===== src/rtl/mips_pkg.sv =====
// Shared MIPS pipeline definitions: hazard-controller state encoding, register
// numbers, decoder opcode/funct constants and the in-flight destination slot.
package mips_pkg;

  localparam int unsigned REG_AW = 5;
  localparam int unsigned CNT_W  = 16;

  localparam logic [REG_AW-1:0] REG_ZERO = 5'd0;
  localparam logic [REG_AW-1:0] REG_RA   = 5'd31;

  localparam logic [5:0] OP_RTYPE   = 6'h00;
  localparam logic [5:0] OP_J       = 6'h02;
  localparam logic [5:0] OP_JAL     = 6'h03;
  localparam logic [5:0] OP_BEQ     = 6'h04;
  localparam logic [5:0] OP_BNE     = 6'h05;
  localparam logic [5:0] OP_LW      = 6'h23;
  localparam logic [5:0] OP_SW      = 6'h2b;
  localparam logic [5:0] FN_JR      = 6'h08;
  localparam logic [5:0] FN_SYSCALL = 6'h0c;

  typedef enum logic [1:0] {
    RUN    = 2'd0,
    DRAIN  = 2'd1,
    HALTED = 2'd2
  } hz_state_t;

  typedef struct packed {
    logic              valid;
    logic [REG_AW-1:0] rd;
    logic              load;
  } shadow_t;

endpackage


===== src/rtl/pipe_hazard_ctrl_if.sv =====
// ID-stage <-> hazard controller signal bundle; master is the ID stage.
interface pipe_hazard_ctrl_if;
  import mips_pkg::*;

  logic              id_valid;
  logic [REG_AW-1:0] id_r1_num;
  logic [REG_AW-1:0] id_r2_num;
  logic              id_uses_r1;
  logic              id_uses_r2;
  logic              id_is_branch;
  logic              id_branch_taken;
  logic              id_jump;
  logic              id_wr_en;
  logic [REG_AW-1:0] id_wr_num;
  logic              id_is_load;
  logic              id_halt;
  logic              ext_stall;
  logic              hazard;
  logic              flush_if;
  logic              fwd_r1_mem;
  logic              fwd_r2_mem;
  logic              halted;
  logic [CNT_W-1:0]  stall_cnt;

  modport master (
    output id_valid, id_r1_num, id_r2_num, id_uses_r1, id_uses_r2, id_is_branch,
           id_branch_taken, id_jump, id_wr_en, id_wr_num, id_is_load, id_halt,
           ext_stall,
    input  hazard, flush_if, fwd_r1_mem, fwd_r2_mem, halted, stall_cnt
  );

  modport slave (
    input  id_valid, id_r1_num, id_r2_num, id_uses_r1, id_uses_r2, id_is_branch,
           id_branch_taken, id_jump, id_wr_en, id_wr_num, id_is_load, id_halt,
           ext_stall,
    output hazard, flush_if, fwd_r1_mem, fwd_r2_mem, halted, stall_cnt
  );
endinterface


===== src/rtl/hz_shadow_stage.sv =====
// One in-flight destination slot {valid, rd, load}; writes to $0 are stored
// as invalid so they can never raise a hazard or keep a drain alive.
module hz_shadow_stage
  import mips_pkg::*;
(
  input  logic              clk,
  input  logic              rst,
  input  logic              advance,
  input  logic              bubble,
  input  shadow_t           d,
  input  logic [REG_AW-1:0] r1,
  input  logic [REG_AW-1:0] r2,
  output shadow_t           q,
  output logic              match_r1,
  output logic              match_r2
);

  logic keep;

  assign keep = d.valid & (d.rd != REG_ZERO);

  always_ff @(posedge clk or negedge rst) begin
    if (!rst) begin
      q <= '0;
    end else if (advance) begin
      if (bubble) begin
        q <= '0;
      end else begin
        q.valid <= keep;
        q.rd    <= d.rd;
        q.load  <= d.load & keep;
      end
    end
  end

  assign match_r1 = q.valid & (q.rd == r1) & (r1 != REG_ZERO);
  assign match_r2 = q.valid & (q.rd == r2) & (r2 != REG_ZERO);

endmodule


===== src/rtl/pipe_hazard_ctrl.sv =====
// Hazard/sequencing controller: load-use and ID-branch stalls, MEM->ID branch
// forwarding selects, IF flush on taken control flow and syscall halt drain.
module pipe_hazard_ctrl
  import mips_pkg::*;
(
  input logic               clk,
  input logic               rst,
  pipe_hazard_ctrl_if.slave bus
);

  hz_state_t        state;
  logic [CNT_W-1:0] cnt;
  shadow_t          ex_d, ex_q, mem_q, wb_q;
  logic             ex_m1, ex_m2, mem_m1, mem_m2, wb_m1, wb_m2;
  logic             run, advance, ex_bubble, load_use, branch_haz, hazard_c;
  logic             drain_done, slot_unused;

  assign run     = (state == RUN);
  assign advance = ~bus.ext_stall;

  assign load_use   = bus.id_valid & ex_q.load &
                      ((bus.id_uses_r1 & ex_m1) | (bus.id_uses_r2 & ex_m2));
  // ID compares branch operands, so an ALU result still in EX or a load in MEM is too late
  assign branch_haz = bus.id_valid & bus.id_is_branch &
                      (ex_m1 | ex_m2 | (mem_q.load & (mem_m1 | mem_m2)));
  assign hazard_c   = load_use | branch_haz | ~run;

  // The halting syscall never enters EX, so it cannot hold the drain open
  assign ex_bubble = ~(bus.id_valid & bus.id_wr_en & ~bus.id_halt & ~hazard_c);
  assign ex_d      = '{valid: 1'b1, rd: bus.id_wr_num, load: bus.id_is_load};

  hz_shadow_stage u_ex (
    .clk(clk), .rst(rst), .advance(advance), .bubble(ex_bubble), .d(ex_d),
    .r1(bus.id_r1_num), .r2(bus.id_r2_num), .q(ex_q),
    .match_r1(ex_m1), .match_r2(ex_m2)
  );

  hz_shadow_stage u_mem (
    .clk(clk), .rst(rst), .advance(advance), .bubble(1'b0), .d(ex_q),
    .r1(bus.id_r1_num), .r2(bus.id_r2_num), .q(mem_q),
    .match_r1(mem_m1), .match_r2(mem_m2)
  );

  hz_shadow_stage u_wb (
    .clk(clk), .rst(rst), .advance(advance), .bubble(1'b0), .d(mem_q),
    .r1(bus.id_r1_num), .r2(bus.id_r2_num), .q(wb_q),
    .match_r1(wb_m1), .match_r2(wb_m2)
  );

  // WB is written on negedge, so its slot only matters for draining
  assign slot_unused = ^{ex_q.rd, mem_q.rd, wb_q.rd, wb_q.load, wb_m1, wb_m2};
  assign drain_done  = ~ex_q.valid & ~mem_q.valid & ~wb_q.valid;

  always_ff @(posedge clk or negedge rst) begin
    if (!rst) begin
      state <= RUN;
      cnt   <= '0;
    end else if (advance) begin
      if (run && hazard_c && (cnt != {CNT_W{1'b1}})) begin
        cnt <= cnt + CNT_W'(1);
      end
      case (state)
        RUN:     if (bus.id_valid && bus.id_halt && !hazard_c) state <= DRAIN;
        DRAIN:   if (drain_done) state <= HALTED;
        HALTED:  state <= HALTED;
        default: state <= RUN;
      endcase
    end
  end

  assign bus.hazard     = hazard_c;
  assign bus.flush_if   = run & bus.id_valid & ~hazard_c &
                          (bus.id_jump | (bus.id_is_branch & bus.id_branch_taken));
  assign bus.fwd_r1_mem = mem_m1 & ~mem_q.load;
  assign bus.fwd_r2_mem = mem_m2 & ~mem_q.load;
  assign bus.halted     = (state == HALTED);
  assign bus.stall_cnt  = cnt;

endmodule


===== src/flat_wrapper.sv =====
// flat-port wrapper written by rule: the top's interface ports become plain ports
module pipe_hazard_ctrl_flat import mips_pkg::*;
  (clk, rst, bus_id_valid, bus_id_r1_num, bus_id_r2_num, bus_id_uses_r1, bus_id_uses_r2, bus_id_is_branch, bus_id_branch_taken, bus_id_jump, bus_id_wr_en, bus_id_wr_num, bus_id_is_load, bus_id_halt, bus_ext_stall, bus_hazard, bus_flush_if, bus_fwd_r1_mem, bus_fwd_r2_mem, bus_halted, bus_stall_cnt);
  pipe_hazard_ctrl_if bus_i ();
  input logic clk;
  input logic rst;
  input wire logic [$bits(bus_i.id_valid)-1:0] bus_id_valid;
  input wire logic [$bits(bus_i.id_r1_num)-1:0] bus_id_r1_num;
  input wire logic [$bits(bus_i.id_r2_num)-1:0] bus_id_r2_num;
  input wire logic [$bits(bus_i.id_uses_r1)-1:0] bus_id_uses_r1;
  input wire logic [$bits(bus_i.id_uses_r2)-1:0] bus_id_uses_r2;
  input wire logic [$bits(bus_i.id_is_branch)-1:0] bus_id_is_branch;
  input wire logic [$bits(bus_i.id_branch_taken)-1:0] bus_id_branch_taken;
  input wire logic [$bits(bus_i.id_jump)-1:0] bus_id_jump;
  input wire logic [$bits(bus_i.id_wr_en)-1:0] bus_id_wr_en;
  input wire logic [$bits(bus_i.id_wr_num)-1:0] bus_id_wr_num;
  input wire logic [$bits(bus_i.id_is_load)-1:0] bus_id_is_load;
  input wire logic [$bits(bus_i.id_halt)-1:0] bus_id_halt;
  input wire logic [$bits(bus_i.ext_stall)-1:0] bus_ext_stall;
  output wire logic [$bits(bus_i.hazard)-1:0] bus_hazard;
  output wire logic [$bits(bus_i.flush_if)-1:0] bus_flush_if;
  output wire logic [$bits(bus_i.fwd_r1_mem)-1:0] bus_fwd_r1_mem;
  output wire logic [$bits(bus_i.fwd_r2_mem)-1:0] bus_fwd_r2_mem;
  output wire logic [$bits(bus_i.halted)-1:0] bus_halted;
  output wire logic [$bits(bus_i.stall_cnt)-1:0] bus_stall_cnt;
  assign bus_i.id_valid = bus_id_valid;
  assign bus_i.id_r1_num = bus_id_r1_num;
  assign bus_i.id_r2_num = bus_id_r2_num;
  assign bus_i.id_uses_r1 = bus_id_uses_r1;
  assign bus_i.id_uses_r2 = bus_id_uses_r2;
  assign bus_i.id_is_branch = bus_id_is_branch;
  assign bus_i.id_branch_taken = bus_id_branch_taken;
  assign bus_i.id_jump = bus_id_jump;
  assign bus_i.id_wr_en = bus_id_wr_en;
  assign bus_i.id_wr_num = bus_id_wr_num;
  assign bus_i.id_is_load = bus_id_is_load;
  assign bus_i.id_halt = bus_id_halt;
  assign bus_i.ext_stall = bus_ext_stall;
  assign bus_hazard = bus_i.hazard;
  assign bus_flush_if = bus_i.flush_if;
  assign bus_fwd_r1_mem = bus_i.fwd_r1_mem;
  assign bus_fwd_r2_mem = bus_i.fwd_r2_mem;
  assign bus_halted = bus_i.halted;
  assign bus_stall_cnt = bus_i.stall_cnt;
  pipe_hazard_ctrl u_core (.clk(clk), .rst(rst), .bus(bus_i));
endmodule

===== config.mk =====
export PLATFORM = sky130hd
export DESIGN_NAME = pipe_hazard_ctrl_flat
export DESIGN_NICKNAME = d
export VERILOG_FILES = /design/src/rtl/mips_pkg.sv /design/src/rtl/pipe_hazard_ctrl_if.sv /design/src/rtl/hz_shadow_stage.sv /design/src/rtl/pipe_hazard_ctrl.sv /design/src/flat_wrapper.sv
export SDC_FILE = /design/constraint.sdc
export NUM_CORES = 1
export LEC_CHECK = 0
export CORE_MARGIN = 1
export CORE_UTILIZATION = 51
export CTS_BUF_LIST = sky130_fd_sc_hd__clkbuf_4
export DETAILED_ROUTE_END_ITERATION = 10
export PLACE_DENSITY = 0.87
export SLEW_MARGIN = 25
export SYNTH_ARGS = -nofsm -noshare
export SYNTH_HDL_FRONTEND = slang
export SYNTH_SLANG_ARGS = --single-unit

===== constraint.sdc =====
create_clock -name clk -period 2.65 [get_ports clk]
set_clock_uncertainty 0.1 [all_clocks]
set_input_delay 0.3975 -clock clk [delete_from_list [all_inputs] [get_ports clk]]
set_output_delay 0.3975 -clock clk [all_outputs]
set_load 0.1 [all_outputs]

# After elaboration in Yosys (flattened, before gate mapping)
# Index checks and enable logic that the tools add are counted.
# Widths: inputs -> output; s select.
# classes
n_reduce_logical	13
eq_ne	9
n_addsub	1
n_mux	4
bitwise	45
# op_table
operator	n
$and 1x1->1	30
$reduce_bool 5->1	5
$eq 5x5->1	4
$add 16x1->16 const B	1
$ne 16x16->1 const B	1
$not 1->1	8
$mux 7	1
$or 1x1->1	7
$pmux 2 s3	1
$logic_and 1x1->1	4
$mux 2	2
$reduce_and 3->1	1
$eq 2x1->1 const B	1
$eq 2x2->1 const B	1
$logic_not 2->1	1
$ne 2x1->1 const B	1
$ne 2x2->1 const B	1
$reduce_and 2->1	1
$logic_not 1->1	1
# totals
output_inout_bits	21
regBits	33
inputBits	27
elab_cells	81

# Longest topological paths before layout
# Gate-level depths: netlist of run 1.
# depth
ltp_word	13
mapped_depth	10
ltp_nobuf	9

# Hierarchy
# A second synthesis of run 1 with hierarchy kept.
# hier_totals
hier_cells	252
hier_area_um2	2346.0
# modules_own_cells
module	seq_area_each_um2	cells_per_inst	n_inst	area_each_um2
hz_shadow_stage	175.2	51	3	444.2
pipe_hazard_ctrl	450.4	99	1	1013.5

# Worst setup path before layout of run 1
# OpenSTA, ideal clock, no wires.
# synth_path
path_type	in2out
from	input port bus_id_r1_num[1]
to	output port bus_flush_if
path_slack_ns	-1.424
required_time_ns	2.152
cell_stages	6
n_path_buf	0
arrival_ns	3.577
cell_sequence	or4_4 nor2_2 nor4_2 o211ai_4 nand3b_4 nor3_1
# synth_via
elab_chain_cells	12
elab_cells_between_ends	20
classes_between	eq/ne (2); bitwise (17); reduce/logical (1)
# synth_lines
element	line	rtl
from (decl)	flat_wrapper.sv:8	input wire logic [$bits(bus_i.id_r1_num)-1:0] bus_id_r1_num;
$eq 5x5->1	hz_shadow_stage.sv:36	assign match_r1 = q.valid & (q.rd == r1) & (r1 != REG_ZERO);
$and 1x1->1 (2 in series)	hz_shadow_stage.sv:36	
$or 1x1->1	pipe_hazard_ctrl.sv:25	(ex_m1 | ex_m2 | (mem_q.load & (mem_m1 | mem_m2)));
$and 1x1->1	pipe_hazard_ctrl.sv:25	
$or 1x1->1	pipe_hazard_ctrl.sv:25	
$and 1x1->1	pipe_hazard_ctrl.sv:24	assign branch_haz = bus.id_valid & bus.id_is_branch &
$or 1x1->1 (*) (2 in series)	pipe_hazard_ctrl.sv:26	assign hazard_c = load_use | branch_haz | ~run;
$not 1->1 (*)	pipe_hazard_ctrl.sv:72	assign bus.flush_if = run & bus.id_valid & ~hazard_c &
$and 1x1->1 (*) (2 in series)	pipe_hazard_ctrl.sv:72	
to (decl)	flat_wrapper.sv:21	output wire logic [$bits(bus_i.flush_if)-1:0] bus_flush_if;
# Every way passes the cells marked *; elsewhere a longest branch is shown, timed or not.

# Worst setup path after layout of run 1
# layout_path
from	register u_core.u_mem.q[5] (netlist name)
to	output port bus_hazard
# layout_via
elab_chain_cells	9
elab_cells_between_ends	12
classes_between	eq/ne (2); bitwise (10)
# layout_lines
element	line	rtl
from (decl)	hz_shadow_stage.sv:13	output shadow_t q,
$eq 5x5->1 (on tied branches)	hz_shadow_stage.sv:36, hz_shadow_stage.sv:37	
$and 1x1->1 (on tied branches) (2 in series)	hz_shadow_stage.sv:36, hz_shadow_stage.sv:37	
$or 1x1->1 (*)	pipe_hazard_ctrl.sv:25	
$and 1x1->1 (*)	pipe_hazard_ctrl.sv:25	
$or 1x1->1 (*)	pipe_hazard_ctrl.sv:25	
$and 1x1->1 (*)	pipe_hazard_ctrl.sv:24	
$or 1x1->1 (*) (2 in series)	pipe_hazard_ctrl.sv:26	
to (decl)	flat_wrapper.sv:20	output wire logic [$bits(bus_i.hazard)-1:0] bus_hazard;
# Marked as above.

==> summary.txt, run 1 <==
Status
  • Status: finished, violations left
  • Failing checks: negative setup slack

Clock network
  • H-tree Lvls: 2
  • CTS tree: done
  • Clock-pin slew on the worst setup and hold paths: 0.11 ns
  • Clock Latency Late Sink: 0.35 ns
  • Root buffer cell: clkbuf_4
  • CTS Buf Count: 5
  • Clock Sinks: 33
  • Bufs on Longest Clock Path: 2

GRT
  • Total global-route track usage: 27.3%
  • Grt ovf: 0
  • Vias in the first global route: 1,692
  • Initial antenna violation count: 0
  • First-pass GRT wire length: 8360 um
  • Largest net degree at the start of global routing: 34

STA
  • Maximum clock rate: 374 MHz
  • Fin crit share: 101%
  • Setup ws final: -0.0204 ns
  • Crit path time final: 2.67 ns
  • Worst slew pin tran: 0.553 ns
  • # setup viols final: 1
  • Final Hold Vio Count: 0
  • Setup TNS: -0.0204 ns
  • Final Slew Violations: 0
  • RSZ-0062 raised after global routing: true
  • Relative slew slack: 62.8%

Floorplanning
  • Chip height: 64.0 um
  • Starting density of the core: 53.5%
  • Die X: 64.0 um
  • Row count: 22
  • I/O pins: 48
  • DIE AREA: 0.00409 sq mm
  • Core area: 0.00366 sq mm

Drt
  • Antenna-violating nets left: 0
  • Vias: 1,768
  • Drt via density: 5.82
  • Pre-Repair DR Iteration Count: 4
  • Final wirelength: 5490 um
  • Initial DRC count: 72
  • # DRC: 0
  • WL/cell: 18.0 um

Power
  • Worst IR Drop VDD: 0.000344 V
  • Pleak: 1.27 nW
  • P per Cell Area: 486 mW/mm^2

Synthesis
  • Synth top area cells: dfrtp_1 (42%), xnor2_1 (13%), nand4_1 (3.8%)
  • Synth Area per Inst: 11.0 sq um
  • Area leader, netlist: dfrtp_1
  • Ys Warns: 0
  • Post-synth top area share: 42.2%
  • Post-Syn Nets: 210
  • Post-synthesis sequential area ratio: 42.2%
  • Post-Synthesis Cells: 178
  • Top_reg_cell synth: dfrtp_1
  • Number of synthesized register bits: 33
  • Syn Std Cell Area: 0.00196 sq mm
  • FFs w/ async S/R, synth: 100%
  • Post-synth EDFFs: 0
  • Yosys cell types: 40

Critical path
  • Crit. End Element: output pin
  • CP Launch Type: flip-flop
  • Critical Path Fanout Max: 4
  • Worst path arrival time: 2.17 ns
  • R2R cell count: 9
  • Worst EP required: 2.15 ns
  • Critical path class: reg -> out

Place
  • Post-DP HPWL: 3570 um
  • IO Port Bufs: 47
  • Placed cells: 286
  • Gpl congestion: 0.868

Cells and area
  • Post-Layout Cell Count: 304
  • Layout cell share with drive strength beyond 1: 44.1%
  • N_diodes: 0
  • Syn-to-layout area delta: 48.6%
  • Fillers: 208
  • Utilization after layout: 79.5%
  • NumNets Final: 287

Job
  • MaxCap Viol Count: 0

Worst hold path
  • Min-Delay Path Class: in -> async
-- stage by stage --
stage / hold slack [ns] / worst slack [ns] / power, mW / area, sq um
after floorplan: 0.00191 / -0.168 / 0.870 / 1980
after global placement: 0.370 / -0.265 / 1.04 / 2630
after detailed placement: 0.375 / -0.312 / 1.06 / 2630
after CTS: 0.356 / 0.00931 / 1.35 / 2780
after global routing: 0.380 / -0.132 / 1.46 / 2910
final: 0.337 / -0.0204 / 1.41 / 2910
-- synthesized netlist by cell type, types with 5 or more instances --
library cell	instances
nand3_1	9
xor2_1	5
o21ai_0	5
mux2_2	6
and3_1	5
nor2_1	6
ha_1	5
xnor2_1	29
a22o_1	6
nand2_1	11
dfrtp_1	33
nand4_1	12
-- critical path, stage by stage (launching register included) --
cell and delay (ns):
dfrtp_2 0.47, xnor2_2 0.17, nand4_1 0.19, nor4_4 0.41, o211ai_4 0.14, nand3b_4 0.13
nand2_2 0.06, nand2_2 0.08, buf_12 0.17
-- cells in the final DEF, fill, tap and decap left out, types with 3 or more instances in the layout --
master / count
a22o_1: 6
and2_1: 3
and3_1: 5
buf_12: 6
buf_4: 43
clkbuf_2: 5
clkbuf_4: 6
clkdlybuf4s50_1: 16
dfrtp_1: 22
dfrtp_2: 11
ha_1: 5
mux2_2: 6
nand2_1: 8
nand2_2: 3
nand3_1: 9
nand4_1: 12
nor2_1: 5
o211ai_4: 3
o21ai_0: 5
or4_1: 3
xnor2_1: 23
xnor2_2: 6
xor2_1: 5
-- metal layers --
metal	global-route usage (%)	part of all wire [%]	up-vias
li1	-	-	811
met1	35.4	43	880
met2	43.8	50	58
met3	5.18	3.8	19
met4	12.8	3.5	0
met5	0	0	-
-- cells by family after synthesis --
family	synth area share (%)
AND/OR/NAND/NOR	22.2
XOR/XNOR	15.2
buffers and inverters	1.73
adder cells (fa/ha/maj)	3.19
multiplexers	4.60
flip-flops	42.2
AO/OA/AOI/OAI	10.9
-- power by group --
group | leakage, nW | switching [mW] | internal (mW)
Sequential | 0.438 | 0.0315 | 0.530
Clock | 0.0354 | 0.185 | 0.111
Combinational | 0.799 | 0.333 | 0.223
Total | 1.27 | 0.549 | 0.865
-- registers in the layout, summed over array words and instances (netlist names) --
signal and count:
u_core.bus.stall_cnt 16, u_core.state 2, u_core.u_ex.q 7, u_core.u_mem.q 7, u_core.u_wb.q 1
-- what timing repair did --
action	in CTS	in global routing
resized for setup	23	28
setup endpoints to repair	2	4
setup buffers	5	5
hold buffers	0	0
pin swaps	7	13
-- area by class of cell --
class                      instances  area (sq um)  area share, %
multi-input combinational        138          1270           43.8
clock inverter                     2          10.0          0.344
sequential                        33           840           28.8
inverter                           2          7.51          0.258
timing repair buffer              75           674           23.2
clock buffer                       6          45.0           1.55
tap                               48          60.1           2.06
-- path summary, 6_finish.rpt --
check	to	slack [ns]	startpoint
worst min-delay path	u_core.state[1]	0.34	rst
worst min register to register	u_core.bus.stall_cnt[6]	0.40	u_core.bus.stall_cnt[6]
worst max register to register	u_core.bus.stall_cnt[1]	0.01	u_core.u_mem.q[5]
worst max-delay path	bus_hazard	-0.02	u_core.u_mem.q[5]
max in group asynchronous	u_core.u_mem.q[3]	1.76	rst
min in group clk	u_core.bus.stall_cnt[6]	0.40	u_core.bus.stall_cnt[6]
No activity file was read; power rests on OpenSTA's default activity.
==> inputs of run 2 (changes only) <==
==> constraint.sdc (replaced) <==
create_clock -name clk -period 2.55 [get_ports clk]
set_clock_uncertainty 0.1 [all_clocks]
set_input_delay 0.3825 -clock clk [delete_from_list [all_inputs] [get_ports clk]]
set_output_delay 0.3825 -clock clk [all_outputs]
set_load 0.01 [all_outputs]
==> run 2 against run 1 <==
Against the previous run: the flow now finishes without violations; worst hold slack got worse by 0.0012 ns; first-iteration DRC count increased by 9.7%; worst setup slack improved by 0.089 ns; power decreased by 15%; final cell count decreased by 1.3%; clock power about the same; register-to-register slack improved by 0.16 ns; utilization decreased by 3.4 points; die area unchanged; count of clock-buffer cells in the layout increased by 1; largest power group unchanged.
==> summary.txt, run 2 (same netlist as run 1, synthesis figures left out) <==
Critical path
  • R2R Path End: u_core.bus.stall_cnt[1]
  • Crit. End Element: output pin
  • Worst setup startpoint: bus_id_r2_num[4]
  • Critical path class: in -> out
  • Worst EP required: 2.07 ns
  • Reg-to-reg slack, setup: 0.17 ns
  • Worst path arrival time: 2.00 ns
  • R2R cell count: 8
  • CP Launch Type: input pin
  • Critical Path Fanout Max: 3
  • Critical R2R Launch: u_core.u_mem.q[5]
  • Worst setup endpoint: bus_flush_if

Drt
  • WL/cell: 15.2 um
  • # DRC: 0
  • Pre-Repair DR Iteration Count: 4
  • Vias: 1,679
  • Initial DRC count: 79
  • Drt via density: 5.60
  • Final wirelength: 4560 um
  • Antenna-violating nets left: 0

Place
  • Gpl congestion: 0.902
  • Post-DP HPWL: 3500 um
  • Placed cells: 289
  • Cell Area, Placed: 0.00263 sq mm
  • IO Port Bufs: 47
  • Post-place setup slack: -0.594 ns

Floorplanning
  • DIE AREA: 0.00409 sq mm
  • Starting density of the core: 53.5%
  • Core area: 0.00366 sq mm
  • I/O pins: 48
  • Row count: 22
  • Chip height: 64.0 um
  • Die X: 64.0 um

Job
  • MaxCap Viol Count: 0

Worst hold path
  • Min-Delay Path Class: in -> async

Power
  • P per Cell Area: 429 mW/mm^2
  • Worst IR Drop VDD: 0.000278 V
  • Pleak: 1.21 nW

Cells and area
  • Fillers: 241
  • Utilization after layout: 76.1%
  • Most frequent cells in the layout: clkdlybuf4s50_1 (33), dfrtp_1 (33), xnor2_1 (24)
  • Layout cell share with drive strength beyond 1: 25.4%
  • Syn-to-layout area delta: 42.3%
  • Multi-input gate area: 0.00118 sq mm
  • N_diodes: 0
  • Reg area: 826 sq um
  • Max reg flops: 16
  • Final instance area: 0.00279 sq mm
  • NumNets Final: 283
  • Post-Layout Cell Count: 300

GRT
  • Grt ovf: 0
  • Total global-route track usage: 24.0%
  • Vias in the first global route: 1,559
  • Largest net degree at the start of global routing: 34
  • Initial antenna violation count: 0
  • First-pass GRT wire length: 7310 um
  • GRT busiest layer: met2
  • GR Util met3: 6.43%
  • Met2 usage: 35.5%
  • Met1 global-route usage: 33.4%

STA
  • Relative slew slack: 73.7%
  • Worst slew pin tran: 0.394 ns
  • Crit path time final: 2.48 ns
  • Setup ws final: 0.0691 ns
  • Maximum clock rate: 403 MHz
  • Final Slew Violations: 0
  • Fin crit share: 97.3%
  • Final Hold Vio Count: 0
  • # setup viols final: 0

Clock network
  • Clock Latency Late Sink: 0.33 ns
  • CTS tree: done
  • H-tree Lvls: 2
  • CTS Buf Count: 5
  • Bufs on Longest Clock Path: 2
  • Clock Sinks: 33
  • Root buffer cell: clkbuf_4
  • Clock-pin slew on the worst setup and hold paths: 0.10 ns

Status
  • Status: complete, no violations
-- run 2: cell count changes in the layout (fill, tap and decap cells not counted), moves of 6 or more --
| cell | change |
|---|---|
| clkdlybuf4s50_1 | +17 |
| buf_4 | -21 |
| dfrtp_1 | +11 |
| dlygate4sd2_1 | +6 |
| dfrtp_2 | -11 |
-- run 2: cell type report --
type                    instances  share of cell area, %
flip-flops and latches         33                   29.6
well taps                      48                   2.16
inverters                       2                  0.269
repair buffers                 71                   23.3
clock buffers                   7                   1.89
clock inverters                 1                  0.269
multi-input cells             138                   42.4
-- run 2: power by group --
| part | switching, mW | internal, mW | leakage (nW) |
|---|---|---|---|
| Clock | 0.169 | 0.130 | 0.0324 |
| Combinational | 0.149 | 0.165 | 0.723 |
| Sequential | 0.0319 | 0.550 | 0.456 |
| Total | 0.350 | 0.846 | 1.21 |
-- run 2: worst max-delay path, stage by stage --
cell             delay, ns
clkdlybuf4s15_1       0.20
or4_4                 0.58
o211ai_2              0.19
o32ai_2               0.12
nand2_1               0.13
nand3b_4              0.10
nor3_2                0.15
buf_2                 0.15
-- run 2: worst min-delay path by stage --
stage                                    end  slack (ns)                startpoint  cells after the start
floorplan            u_core.bus.stall_cnt[0]       -0.01                       rst                      0
global placement            u_core.u_wb.q[6]        0.36          u_core.u_wb.q[6]                      2
detailed placement  u_core.bus.stall_cnt[10]        0.39  u_core.bus.stall_cnt[10]                      1
CTS                  u_core.bus.stall_cnt[9]        0.34                       rst                      2
global route         u_core.bus.stall_cnt[7]        0.35                       rst                      2
finish              u_core.bus.stall_cnt[10]        0.34                       rst                      2
-- run 2: stage by stage --
| stage | power [mW] | hold WS [ns] | setup TNS [ns] |
|---|---|---|---|
| after detailed placement | 0.904 | 0.391 | -8.23 |
| after global placement | 0.893 | 0.360 | -6.73 |
| after CTS | 1.19 | 0.341 | 0 |
| after global routing | 1.27 | 0.349 | -0.00891 |
| final | 1.20 | 0.335 | 0 |
| after floorplan | 0.743 | -0.0131 | 0 |
-- run 2: metal layers --
layer  share of wire [%]  routed length (um)  up-vias
met1                  47                2130      818
met5                   0                   0        -
met3                 4.5                 204       11
met4                 2.1                  97        0
met2                  47                2120       45
li1                    -                   -      805
-- run 2: timing repair --
action / CTS / global route
hold endpoints to repair: 0 / 0
setup buffers: 3 / 0
pin swaps: 10 / 11
setup endpoints to repair: 6 / 16
hold buffers: 0 / 0
gates resized for setup: 28 / 9
==> inputs of run 3 (changes only) <==
- CORE_UTILIZATION: 51 -> 30
- PLACE_DENSITY: 0.87 -> 0.58
==> run 3 against run 2 <==
Against the previous run: critical path depth is the same; final cell count grew 11%; fmax grew 1.4%; first-iteration DRC count shrank 30%.
==> summary.txt, run 3 (same netlist as run 1, synthesis figures left out) <==
Critical path
  • Largest stage delay, worst path: 0.47 ns
  • Worst EP required: 2.07 ns
  • Worst path arrival time: 1.96 ns
  • Crit. End Element: output pin
  • CP max-delay cell: or4_4
  • Critical path class: in -> out
  • Critical Path Fanout Max: 3
  • CP cell instances: dlygate4sd2_1 -> or4_4 -> o211ai_4 -> o32ai_2 -> nand2_1 -> nand3b_4 -> nor3_2 -> buf_2
  • Worst setup startpoint: bus_id_r2_num[1]
  • CP Launch Type: input pin
  • Critical R2R Launch: u_core.u_mem.q[3]

Power
  • Pleak: 1.22 nW
  • Tot Pwr: 1.17 mW
  • P per Cell Area: 416 mW/mm^2
  • Worst IR Drop VDD: 0.000204 V

Cells and area
  • Max reg flops: 16
  • Layout cell share with drive strength beyond 1: 27.7%
  • N_diodes: 0
  • NumNets Final: 288
  • Fillers: 643
  • Final instance area: 0.00281 sq mm
  • Most frequent cells in the layout: clkdlybuf4s50_1 (33), dfrtp_1 (33), buf_4 (29)
  • Syn-to-layout area delta: 43.6%

GRT
  • Vias in the first global route: 1,643
  • Initial antenna violation count: 0
  • Total global-route track usage: 15.5%
  • Grt ovf: 0
  • First-pass GRT wire length: 7880 um
  • GR Util met3: 3.06%
  • Met2 usage: 23.9%
  • GRT busiest layer: met2
  • Met1 global-route usage: 21.9%
  • Largest net degree at the start of global routing: 34

Floorplanning
  • Core area: 0.00631 sq mm
  • Starting density of the core: 31.0%
  • Die X: 82.8 um
  • Chip height: 82.8 um
  • I/O pins: 48
  • Row count: 29
  • DIE AREA: 0.00685 sq mm

Drt
  • # DRC: 0
  • Drt via density: 4.87
  • Vias: 1,621
  • Initial DRC count: 55
  • Antenna-violating nets left: 0
  • Pre-Repair DR Iteration Count: 4
  • WL/cell: 14.4 um
  • Final wirelength: 4790 um

STA
  • Crit path time final: 2.45 ns
  • # setup viols final: 0
  • Fin crit share: 96.0%
  • Final Hold Vio Count: 0
  • Final Slew Violations: 0
  • Maximum clock rate: 409 MHz
  • Relative slew slack: 63.8%
  • RSZ-0062 raised after global routing: false
  • Worst slew pin tran: 0.538 ns

Clock network
  • Clock-pin slew on the worst setup and hold paths: 0.10 ns
  • Root buffer cell: clkbuf_4
  • Hold Buf Count CTS: 0
  • Clock Latency Late Sink: 0.33 ns
  • Bufs on Longest Clock Path: 2
  • CTS tree: done
  • Clock Sinks: 33
  • CTS Buf Count: 5
  • H-tree Lvls: 2

Status
  • Status: complete, no violations

Worst hold path
  • Min-Delay Path Class: in -> async

Place
  • Post-DP HPWL: 3810 um
  • IO Port Bufs: 47
  • Gpl congestion: 0.758
  • Cell Area, Placed: 0.00270 sq mm

Job
  • MaxCap Viol Count: 0
==> run 3: repair_timing <==
item,in CTS,in global routing
buffers inserted,2,1
gates resized for setup,34,11
pin swaps,13,9
setup endpoints to repair,9,17
==> run 3: final timing paths <==
check / depth (start not counted) / slack (ns) / to
worst max-delay path: 8 / 0.10 / bus_flush_if
worst min-delay path: 2 / 0.34 / u_core.bus.stall_cnt[12]
worst max register to register: 9 / 0.21 / u_core.bus.stall_cnt[5]
worst min register to register: 2 / 0.39 / u_core.u_wb.q[6]
max in group asynchronous: 2 / 1.69 / u_core.u_mem.q[3]
min in group clk: 2 / 0.39 / u_core.u_wb.q[6]
==> run 3: final cells by class <==
type                    count  area (sq um)  share of cell area, %
repair buffers             76           651                   23.1
well taps                  77          96.3                   3.43
clock buffers               6          45.0                   1.60
inverters                   2          7.51                  0.267
multi-input cells         138          1180                   42.1
flip-flops and latches     33           826                   29.4
clock inverters             1          3.75                  0.133
==> run 3: worst max-delay path, delay by kind of cell <==
family / cells / cell delay, ns
buffers and inverters: 2 / 0.40
AND/OR/NAND/NOR: 4 / 0.87
AO/OA/AOI/OAI: 2 / 0.32
==> run 3: stage by stage <==
step | setup TNS (ns) | utilization (%) | hold slack (ns) | std cells | worst slack, ns
after global routing | 0 | 44.6 | 0.374 | 333 | 0.00145
after CTS | 0 | 44.5 | 0.359 | 332 | 0.00628
final | 0 | 44.6 | 0.344 | 333 | 0.103
after global placement | -8.66 | 42.8 | 0.363 | 324 | -0.584
after detailed placement | -8.72 | 42.8 | 0.366 | 324 | -0.664
after floorplan | 0 | - | -0.0131 | 178 | 0.274
==> run 3: power by group <==
part | total (mW) | switching, mW | internal [mW]
Clock | 0.273 | 0.162 | 0.111
Sequential | 0.579 | 0.0283 | 0.550
Combinational | 0.319 | 0.154 | 0.166
==> run 3: layer usage <==
metal | vias to the layer above | wire length [um]
met3 | 4 | 160
met4 | 0 | 48
met2 | 32 | 2290
met1 | 777 | 2300
li1 | 808 | -
met5 | - | 0
